==> config.mk <==
export PLATFORM = sky130hd
export DESIGN_NAME = data_compressor
export DESIGN_NICKNAME = d
export VERILOG_FILES = /design/src/rtl/data_compressor.sv
export SDC_FILE = /design/constraint.sdc
export NUM_CORES = 1
export LEC_CHECK = 0
export ABC_AREA = 1
export BUFFER_PORTS_ARGS = -buffer_cell sky130_fd_sc_hd__buf_2
export CELL_PAD_IN_SITES_DETAIL_PLACEMENT = 1
export CELL_PAD_IN_SITES_GLOBAL_PLACEMENT = 1
export CORE_ASPECT_RATIO = 2
export CORE_MARGIN = 1
export CORE_UTILIZATION = 41
export DETAILED_ROUTE_END_ITERATION = 12
export PLACE_DENSITY = 0.78
export SYNTH_ARGS = -nofsm -noshare
export SYNTH_HDL_FRONTEND = slang
export SYNTH_SLANG_ARGS = --single-unit
export TNS_END_PERCENT = 100
==> constraint.sdc <==
create_clock -name clk -period 1.9 [get_ports clk]
set_input_delay 0.095 -clock clk [delete_from_list [all_inputs] [get_ports clk]]
set_output_delay 0.095 -clock clk [all_outputs]
set_load 0.01 [all_outputs]
==> src/rtl/data_compressor.sv <==
// 30-bit to 12-bit RGB Avalon-ST compressor: per-channel round/saturate, frame
// tracking on accepted beats, and a two-entry skid buffer with a registered ready.
module data_compressor #(
  parameter int INITIAL_DATA_WIDTH = 30,
  parameter int FINAL_DATA_WIDTH   = 12,
  parameter int FRAME_WIDTH        = 640,
  parameter int FRAME_HEIGHT       = 480,
  parameter int ROUND              = 1
) (
  input  logic                          clk,
  input  logic                          reset,
  input  logic [INITIAL_DATA_WIDTH-1:0] data_in,
  input  logic                          sop_in,
  input  logic                          eop_in,
  input  logic                          valid_in,
  output logic                          ready_out,
  input  logic                          ready_in,
  output logic [FINAL_DATA_WIDTH-1:0]   data_out,
  output logic                          sop_out,
  output logic                          eop_out,
  output logic                          valid_out,
  output logic                          frame_done,
  output logic                          frame_error
);

  localparam int PIXELS = FRAME_WIDTH * FRAME_HEIGHT;
  localparam int PIX_W  = $clog2(PIXELS + 1);
  localparam logic [PIX_W-1:0] PIX_LAST = PIX_W'(PIXELS);
  // Buffered beat layout: {done, sop, eop, pixel}
  localparam int BEAT_W = FINAL_DATA_WIDTH + 3;

  typedef enum logic {WAIT_SOP, IN_FRAME} state_t;

  function automatic logic [3:0] round_chan(input logic [9:0] c);
    logic [3:0] q;
    q = c[9:6];
    if (ROUND != 0 && c[5] && q != 4'hF) q = q + 4'd1;
    return q;
  endfunction

  state_t                   state_q, state_d;
  logic [PIX_W-1:0]         pix_q, pix_d, pix_next;
  logic                     err_q, err_d;
  logic                     fwd, eop_fwd, done_fwd, accept, xfer;
  logic [FINAL_DATA_WIDTH-1:0] conv;
  logic [BEAT_W-1:0]        in_beat;
  logic [BEAT_W-1:0]        main_q, main_d, skid_q, skid_d;
  logic                     main_vld_q, main_vld_d, skid_vld_q, skid_vld_d;
  logic                     ready_q, ready_d;

  assign conv    = FINAL_DATA_WIDTH'({round_chan(data_in[29:20]),
                                      round_chan(data_in[19:10]),
                                      round_chan(data_in[9:0])});
  assign accept  = valid_in && ready_q;
  assign xfer    = main_vld_q && ready_in;
  assign in_beat = {done_fwd, sop_in, eop_fwd, conv};

  always_comb begin
    state_d  = state_q;
    pix_d    = pix_q;
    pix_next = pix_q + PIX_W'(1);
    fwd      = 1'b0;
    eop_fwd  = eop_in;
    done_fwd = 1'b0;
    err_d    = 1'b0;
    if (accept) begin
      if (state_q == WAIT_SOP && !sop_in) begin
        err_d = 1'b1;
      end else begin
        fwd = 1'b1;
        if (sop_in) begin
          pix_next = PIX_W'(1);
          if (state_q == IN_FRAME) err_d = 1'b1;
        end
        pix_d   = pix_next;
        state_d = IN_FRAME;
        if (eop_in) begin
          state_d = WAIT_SOP;
          if (pix_next == PIX_LAST) done_fwd = 1'b1;
          else                      err_d    = 1'b1;
        end else if (pix_next == PIX_LAST) begin
          // Frame is full but eop never came: close it ourselves.
          eop_fwd = 1'b1;
          err_d   = 1'b1;
          state_d = WAIT_SOP;
        end
      end
    end
  end

  always_comb begin
    main_d     = main_q;
    main_vld_d = main_vld_q;
    skid_d     = skid_q;
    skid_vld_d = skid_vld_q;
    if (xfer) begin
      if (skid_vld_q) begin
        main_d     = skid_q;
        skid_vld_d = 1'b0;
      end else begin
        main_vld_d = 1'b0;
      end
    end
    if (fwd) begin
      if (!main_vld_d) begin
        main_d     = in_beat;
        main_vld_d = 1'b1;
      end else begin
        skid_d     = in_beat;
        skid_vld_d = 1'b1;
      end
    end
    ready_d = !skid_vld_d;
  end

  always_ff @(posedge clk or negedge reset) begin
    if (!reset) begin
      state_q    <= WAIT_SOP;
      pix_q      <= '0;
      err_q      <= 1'b0;
      main_q     <= '0;
      skid_q     <= '0;
      main_vld_q <= 1'b0;
      skid_vld_q <= 1'b0;
      ready_q    <= 1'b0;
    end else begin
      state_q    <= state_d;
      pix_q      <= pix_d;
      err_q      <= err_d;
      main_q     <= main_d;
      skid_q     <= skid_d;
      main_vld_q <= main_vld_d;
      skid_vld_q <= skid_vld_d;
      ready_q    <= ready_d;
    end
  end

  assign ready_out   = ready_q;
  assign valid_out   = main_vld_q;
  assign data_out    = main_q[FINAL_DATA_WIDTH-1:0];
  assign eop_out     = main_q[FINAL_DATA_WIDTH];
  assign sop_out     = main_q[FINAL_DATA_WIDTH+1];
  assign frame_done  = xfer && main_q[FINAL_DATA_WIDTH+2];
  assign frame_error = err_q;

endmodule

==> run metrics, run 1 <==
Initial Util=0.430; worst path cell trace=ha_4 > nand3_4 > nor2_4 > nand2_1 > nand2_1 > nand3_2 > buf_4 > buf_4 > buf_4 > buf_4 > buf_4 > o21ai_1; number of antenna violations at the first check in global routing=0; crit start category=flop; GRT Overall Usage=0.239; number of cell rows=44; via/cell ratio=5.28; share of post-route cells with drive strength above 1=0.288; Synth Area in Compound Gates=0.128; Critical Path Max Stage Delay=0.42 ns; DRC=0; Area Growth Syn to Fin=24.4%; # setup viols final=4; PwrDens=1090 nW/um^2; Mean Syn Cell Area=7.32 sq um; critical path class=flop to flop; first-pass GRT wire length=14,800 um; Worst VDD drop=0.641 mV; Static Leak=1.82 nW; Distinct cells, synth=31; Max Fclk=0.513 GHz; Adder-Cell Fraction of Synth Area=0.0159; CTS clock-pin slew for the worst setup and hold paths=0.07 ns; Layout Nets=515; asr flop ratio synth=1.00; RR Endpoint=pix_q[10]; RR Startpoint=pix_q[1]; most frequent CP cell=buf_4; post-route setup slack=-0.0509 ns; GR Overflow Total=0; clk sinks=54; H-Tree Depth=2; Die Area=8060 sq um; CP top delay family=buffers and inverters; pin count of the biggest net entering global routing=55; post-synthesis xor/xnor area fraction=0.0195; unrepaired setup endpoints after global routing=yes; Critical Path Sink Type=flop; reg-to-reg slack, setup=-0.05 ns; drt initial violations=80; Hold Crit Start=ready_in; Setup Slack @ Placement=-0.0768 ns; Final Max Slew Viols=0; CTS tree=built; failing checks=negative setup slack; Critical Path RT=2.12 ns; core area=7320 sq um; Final Hold Violating Endpoints=0; final hold slack=0.0927 ns; top cell type's share of synthesized area=0.429; register area share after synthesis=0.429; fin cells=568; Data arrival, critical path=2.17 ns; hold depth=3; Final Critical Period=1.95 ns; period utilisation layout=1.03; post-route ant nets=0; total placed cells including tap cells=550; crit path buf inv count=5; Max-cap violations=0; number of flops mapped to enable cells by yosys=0; Mapped Cells=430; DP Wirelength=6530 um; number of global-route vias before repair=3,180; GP Congestion=0.824; Synth Flop Type=dfrtp_1; YS warnings=0; main combinational cell family by area after synthesis=simple AND/OR/NAND/NOR gates; Die W=64.0 um; Slowest cell on crit path=dfrtp_1; Root Driver=clkbuf_16; synthesized area=3150 sq um; Finished Core Util=0.535; WL/cell=16.3 um; Die Y=126 um; routed via count=2,999; clock skew=0.00426 ns; Worst-Skew Late Latency=0.30 ns; WL final=9230 um; worst reg2reg path depth=12; Synth Net Count=470; Least-Margin Pin Slew=0.722 ns; First-pass DRT Iterations=4; Hold Crit Class=input pin to flop; total CTS buffers=5; Synth area leaders=dfrtp_1 43%, nand2_1 15%, o21ai_0 7.2%; I/O pins=54; CTS Buffer Depth=2; Rel. slew slack=0.518; Port Buf Inserts=38; fillers=934; mux contribution to synthesized area=0.00358; number of synthesized register bits=54; status=finished, violations left; cell accounting for the most synthesized area=dfrtp_1; top cells by count, synth=129 x nand2_1, 54 x dfrtp_1, 46 x inv_1; ANT cells=0; cell with the most instances after synthesis=nand2_1; Critical Path Fanout Max=4; total power=0.00428 W; Synth Area in Simple Gates=0.304; worst hold path endpoint=main_q[13]
tightest hold or removal path, delay by kind of cell:
kind,cells,cell delay (ns)
buf+inv,1,0.12
compound gates,1,0.07
simple gates,1,0.07
power breakdown:
part | internal [W] | switching (W)
Clock | 0.000625 | 0.000423
Sequential | 0.00154 | 0.000265
Combinational | 0.000549 | 0.000884
Total | 0.00271 | 0.00157
flip-flops by register name, summed over array words and instances, names as in the netlist:
name	count
pix_q	19
main_q	15
skid_q	15
frame_error	1
ready_out	1
skid_vld_q	1
state_q	1
valid_out	1
cell usage in the layout (no fill, tap or decap), drive strengths merged, types with 2 or more instances in the layout:
cell and instances:
a21oi 15, a31oi 3, buf 59, clkbuf 7
clkinvlp 3, dfrtp 54, ha 4, inv 45
nand2 132, nand3 30, nand4 7, nor2 47
nor4 2, o211ai 4, o21ai 46, o21bai 3
o22ai 2, xnor2 4, xor2 3
kinds of logic (layout without fill, tap and decap cells):
kind of cell	Yosys count	after routing
XOR/XNOR	7	7
AND/OR/NAND/NOR	219	219
multiplexers	1	1
buffers and inverters	71	117
adder cells (fa/ha/maj)	4	4
AO/OA/AOI/OAI	74	74
flip-flops	54	54
worst max-delay path by stage:
stage	to	cells after the start	slack [ns]	from
2_1_floorplan	frame_error	13	0.20	pix_q[0]
3_3_place_gp	frame_error	12	-0.03	pix_q[0]
3_5_place_dp	skid_q[12]	14	-0.08	pix_q[0]
4_1_cts	frame_error	15	-0.08	pix_q[0]
5_1_grt	main_q[14]	13	-0.19	pix_q[1]
6_report	pix_q[10]	12	-0.05	pix_q[1]
timing repair:
item / in CTS / in global routing
hold buffers: 1 / 0
pin swaps: 16 / 27
setup endpoints to repair: 5 / 15
endpoints found under the hold margin: 54 / 0
buffers inserted: 7 / 2
gates resized for setup: 20 / 52
gates cloned: 0 / 1
stage by stage:
stage	cell area, sq um	setup TNS, ns
floorplan	3150	0
global placement	3420	-0.0961
detailed placement	3420	-0.247
CTS	3710	-0.321
global route	3920	-1.06
finish	3920	-0.135
area by class of cell:
cell class,instances,area (sq um),share of cell area
Sequential cell,54,1360,0.346
Clock buffer,7,133,0.0338
Multi-Input combinational cell,305,1720,0.440
Timing Repair inverter,1,7.51,0.00192
Clock inverter,1,30.0,0.00766
Inverter,48,188,0.0479
Timing Repair Buffer,60,365,0.0932
Tap cell,92,115,0.0294
routing by layer:
layer  global-route usage  wire length, um  vias to the layer above
met1                0.236             3270                     1465
met3               0.0290              169                       26
met2                0.469             5420                       48
met5                    0                0                        -
met4                0.111              370                        0
li1                     -                -                     1460
(Power assumes the default switching activity.)
==> inputs of run 2 (changes only) <==
Settings changed: BUFFER_PORTS_ARGS -buffer_cell sky130_fd_sc_hd__buf_2 to -buffer_cell sky130_fd_sc_hd__buf_4, GPL_TIMING_DRIVEN from default to 0.
==> run metrics, run 2 (same netlist as run 1, synthesis figures left out) <==
Critical Path RT=2.12 ns; number of cell rows=44; Hold Crit Class=input pin to flop; CP top delay family=simple AND/OR/NAND/NOR gates; worst hold path endpoint=main_q[13]; Data arrival, critical path=2.23 ns; post-route setup slack=-0.101 ns; Initial Util=0.430; Die Y=126 um; Hold Crit Start=ready_in; # setup viols final=6; final hold slack=0.0912 ns; unrepaired setup endpoints after global routing=yes; Critical Path Max Stage Delay=0.40 ns; PwrDens=1120 nW/um^2; via/cell ratio=5.24; First-pass DRT Iterations=4; Die W=64.0 um; WL final=9550 um; RR Startpoint=pix_q[0]; total CTS buffers=5; crit path buf inv count=3; Worst-Skew Late Latency=0.30 ns; status=finished, violations left; fillers=947; reg-to-reg slack, setup=-0.10 ns; Rel. slew slack=0.517; worst reg2reg path depth=16; Least-Margin Pin Slew=0.724 ns; Layout Nets=533; pin count of the biggest net entering global routing=55; I/O pins=54; RR Endpoint=frame_error; CTS clock-pin slew for the worst setup and hold paths=0.07 ns; Worst VDD drop=0.752 mV; Critical Path Fanout Max=5; number of global-route vias before repair=3,266; Final Hold Violating Endpoints=0; GR Overflow Total=0; core area=7320 sq um; crit start category=flop; Area Growth Syn to Fin=26.3%; GP Congestion=0.816; clock skew=0.00404 ns; worst path cell trace=ha_2 > nand2_2 > nor2_4 > buf_12 > nand3_2 > nand2_2 > inv_2 > nor2_4 > nand2_1 > inv_2 > nand2_2 > nor2_4 > nand2_2 > nand2_4 > nand2_2 > a21oi_2; share of post-route cells with drive strength above 1=0.258; first-pass GRT wire length=15,300 um; Final Max Slew Viols=0; DP Wirelength=6950 um; most flop-heavy register=pix_q; Finished Core Util=0.543; Final Critical Period=2.00 ns; failing checks=negative setup slack; CTS tree=built; WL/cell=16.3 um; Largest register FFs=19; clk sinks=54; most frequent cells in the layout=120 x nand2_1, 66 x buf_4, 53 x dfrtp_1; Slowest cell on crit path=dfrtp_1; Die Area=8060 sq um; routed via count=3,063; ANT cells=0; Root Driver=clkbuf_16; hold depth=3; CTS Buffer Depth=2; GRT Overall Usage=0.252; period utilisation layout=1.05; Port Buf Inserts=37; drt initial violations=127; Max Fclk=0.500 GHz; number of antenna violations at the first check in global routing=0; Static Leak=1.88 nW; Max-cap violations=0; post-route ant nets=0; commonest non-fill, non-tap cell in the layout=nand2_1; Critical Path Sink Type=flop; critical path class=flop to flop; H-Tree Depth=2; DRC=0; most frequent CP cell=nand2_2; Regs by FF count=pix_q: 19 flops, main_q: 15 flops, skid_q: 15 flops
run 2: cell types whose count changed in the layout (fill, tap and decap cells not counted), moves of 4 or more:
cell,change
nand2_1,+7
dfrtp_2,-4
nand2_4,-4
nand3_1,+5
dfrtp_1,+4
buf_4,+47
buf_2,-35
run 2: where the power goes:
group          leakage (nW)  internal [W]  switching (W)
Combinational          1.14      0.000824       0.000954
Clock                0.0640      0.000484       0.000418
Sequential            0.684       0.00154       0.000256
run 2: area by class of cell:
cell class              count  area, sq um  share of cell area
multi-input cells         305         1620               0.408
flip-flops and latches     54         1350               0.340
repair buffers             56          435               0.109
inverters                  48          180              0.0453
plain buffers              23          138              0.0346
clock buffers               7          133              0.0333
well taps                  92          115              0.0289
run 2: per-layer routing:
metal / vias up / track usage / share of wire
met5: - / 0 / 0
met4: 0 / 0.104 / 0.029
met3: 14 / 0.0344 / 0.019
met2: 39 / 0.533 / 0.61
met1: 1517 / 0.217 / 0.34
li1: 1493 / - / -
run 2: worst min-delay path: stages:
cell and delay (ns):
buf_4 0.12, nand4_1 0.06, a31oi_1 0.07
run 2: through the flow:
| stage | cells | setup TNS (ns) | instance area [sq um] | worst slack [ns] | total power, W |
|---|---|---|---|---|---|
| floorplan | 430 | 0 | 3150 | 0.201 | 0.00275 |
| global placement | 559 | -3.25 | 3540 | -0.179 | 0.00334 |
| detailed placement | 559 | -4.18 | 3540 | -0.225 | 0.00342 |
| CTS | 575 | -0.628 | 3800 | -0.139 | 0.00443 |
| global route | 585 | -1.19 | 3980 | -0.227 | 0.00475 |
| finish | 585 | -0.349 | 3980 | -0.101 | 0.00447 |
run 2: repair_timing:
item / CTS / global route
hold buffers: 1 / 0
buffers inserted: 8 / 10
resized for setup: 12 / 32
setup endpoints to repair: 32 / 21
pin swaps: 11 / 19
hold endpoints to repair: 54 / 0
run 2: worst max-delay path by stage:
stage,startpoint,to,slack (ns),cells after the start
6_report,pix_q[0],frame_error,-0.10,16
5_1_grt,pix_q[0],frame_error,-0.23,12
4_1_cts,pix_q[1],frame_error,-0.14,16
3_5_place_dp,ready_out,main_q[10],-0.23,8
3_3_place_gp,ready_out,main_q[10],-0.18,8
2_1_floorplan,pix_q[0],frame_error,0.20,13
==> inputs of run 3 (changes only) <==
Settings changed: ABC_AREA 1 to default, CORE_MARGIN 1 to default, CORE_UTILIZATION 41 to 43, PLACE_DENSITY 0.78 to 0.77.
==> run metrics, run 3 <==
status=finished, violations left; failing checks=negative setup slack; Die Area=8020 sq um; Synth area leaders=dfrtp_1 41%, o21ai_0 6.7%, mux2_2 4.8%; Mapped Cells=351; share of post-route cells with drive strength above 1=0.333; placed cell area=3700 sq um; Die W=63.8 um; Hold Crit Class=input pin to flop; First-pass DRT Iterations=4; Clk pwr share=0.200; worst path cell trace=ha_4 > and3_1 > a311oi_2 > a311oi_2 > a211oi_2 > buf_4 > nand4_4 > a22o_1; YS warnings=0; Critical Path Max Stage Delay=0.47 ns; number of flops mapped to enable cells by yosys=0; asr flop ratio synth=1.00; total CTS buffers=5; Die Y=126 um; register area share after synthesis=0.411; H-Tree Depth=2; Final Max Slew Viols=0; CP top delay family=compound AO/OA/AOI/OAI gates; fillers=852; I/O pins=54; drt initial violations=149; pin count of the biggest net entering global routing=55; Initial Util=0.449; cell internal pwr=0.00296 W; Max-cap violations=0; Regs by FF count=pix_q: 19 flops, main_q: 15 flops, skid_q: 15 flops; Critical Path RT=2.10 ns; DP Wirelength=6720 um; crit start category=flop; # setup viols final=6; Port Buf Inserts=37; CTS clock-pin slew for the worst setup and hold paths=0.07 ns; Final Critical Period=2.20 ns; period utilisation layout=1.16; Switch Pwr=0.00166 W; Post-Layout Inst Area=4120 sq um; Data arrival, critical path=2.40 ns; Logic pwr share=0.409; cell accounting for the most synthesized area=dfrtp_1; WL final=9590 um; Max Fclk=0.454 GHz; number of synthesized register bits=54; Worst VDD drop=0.690 mV; routed via count=2,933; number of global-route vias before repair=3,202; most frequent cells in the layout=68 x buf_4, 51 x dfrtp_1, 42 x o21ai_0; Synth Flop Type=dfrtp_1; crit path buf inv count=1; Root Driver=clkbuf_16; GR Overflow Total=0; top cells by count, synth=54 x dfrtp_1, 44 x o21ai_0, 35 x nand2_1; synthesized area=3290 sq um; first-pass GRT wire length=15,900 um; number of cell rows=44; Mean Syn Cell Area=9.36 sq um; Sw Share=0.360; Static Leak=1.81 nW; Rel. slew slack=0.523; GP Congestion=0.846; CTS Buffer Depth=2; WL/cell=19.1 um; post-route setup slack=-0.302 ns; Critical Path Sink Type=flop; number of antenna violations at the first check in global routing=0; Layout Nets=449; top cell type's share of synthesized area=0.411; Flop pwr share=0.390; PwrDens=1120 nW/um^2; Area Growth Syn to Fin=25.2%; clk sinks=54; Distinct cells, synth=50; DRC=0; CTS tree=built; via/cell ratio=5.85; Worst-Skew Late Latency=0.30 ns; critical path class=flop to flop; clock skew=0.00429 ns; unrepaired setup endpoints after global routing=yes; post-route ant nets=0; ANT cells=0; most frequent CP cell=a311oi_2; Final Hold Violating Endpoints=0; Largest register FFs=19; most flop-heavy register=pix_q; Synth Net Count=391; Slowest cell on crit path=dfrtp_2; GRT Overall Usage=0.254; Least-Margin Pin Slew=0.715 ns; commonest non-fill, non-tap cell in the layout=buf_4; Critical Path Fanout Max=7; core area=7320 sq um; cell with the most instances after synthesis=dfrtp_1; Fin Setup TNS=-1.65 ns
## run 3: repair_timing
item,CTS,global route
resized for setup,25,12
endpoints found under the hold margin,54,0
pin swaps,15,12
setup endpoints to repair,40,9
cloned,0,0
setup buffers,13,3
hold buffers,1,0
## run 3: final timing paths
| kind | from | endpoint | slack (ns) | cells past startpoint |
|---|---|---|---|---|
| max | pix_q[1] | state_q | -0.30 | 8 |
| min | ready_in | skid_vld_q | 0.05 | 2 |
| max reg2reg | pix_q[1] | state_q | -0.30 | 8 |
| min reg2reg | skid_q[9] | skid_q[9] | 0.50 | 2 |
| max in group asynchronous | reset | pix_q[1] | 1.01 | 2 |
| min in group asynchronous | reset | pix_q[6] | 0.38 | 2 |
## run 3: through the flow
| stage | instances | total power [W] | util | hold WS (ns) | setup slack (ns) |
|---|---|---|---|---|---|
| after floorplan | 351 | 0.00292 | - | -0.201 | -0.0588 |
| after global placement | 480 | 0.00352 | 0.506 | 0.185 | -0.460 |
| after detailed placement | 480 | 0.00361 | 0.506 | 0.197 | -0.493 |
| after CTS | 498 | 0.00461 | 0.552 | 0.0526 | -0.271 |
| after global routing | 501 | 0.00489 | 0.562 | 0.0648 | -0.377 |
| final | 501 | 0.00462 | 0.562 | 0.0525 | -0.302 |
## run 3: worst reg2reg max path, stage by stage (launching register included)
cell      delay, ns
dfrtp_2        0.47
ha_4           0.21
and3_1         0.25
a311oi_2       0.32
a311oi_2       0.11
a211oi_2       0.17
buf_4          0.18
nand4_4        0.15
a22o_1         0.24
## run 3: kinds of logic (layout without fill, tap and decap cells)
group | count (synthesis) | in the layout | synth area share
AO/OA/AOI/OAI | 94 | 94 | 0.180
XOR/XNOR | 9 | 9 | 0.0240
adder cells (fa/ha/maj) | 4 | 4 | 0.0152
buffers and inverters | 39 | 97 | 0.0685
flip-flops | 54 | 54 | 0.411
multiplexers | 28 | 28 | 0.0906
AND/OR/NAND/NOR | 123 | 123 | 0.211
## run 3: cell type report
class                      instances  area [sq um]  share of cell area
tap                               92           115              0.0280
sequential                        54          1360               0.329
timing repair buffer              54           408              0.0991
clock inverter                     2          15.0             0.00365
multi-input combinational        258          1860               0.453
clock buffer                       5           125              0.0304
buffer                            30           210              0.0511
inverter                           6          22.5             0.00547
## run 3: power by group through the flow
stage               Combinational [W]  Clock, W  Sequential, W
global route                  0.00207  0.000974        0.00185
CTS                           0.00188  0.000933        0.00180
detailed placement            0.00178         0        0.00183
floorplan                     0.00115         0        0.00178
global placement              0.00171         0        0.00181
finish                        0.00189  0.000926        0.00180
## run 3: metal layers
layer	part of all wire	track usage	vias up
met1	0.36	0.261	1476
met5	0	0	-
met2	0.58	0.491	49
li1	-	-	1383
met3	0.023	0.0344	25
met4	0.041	0.108	0
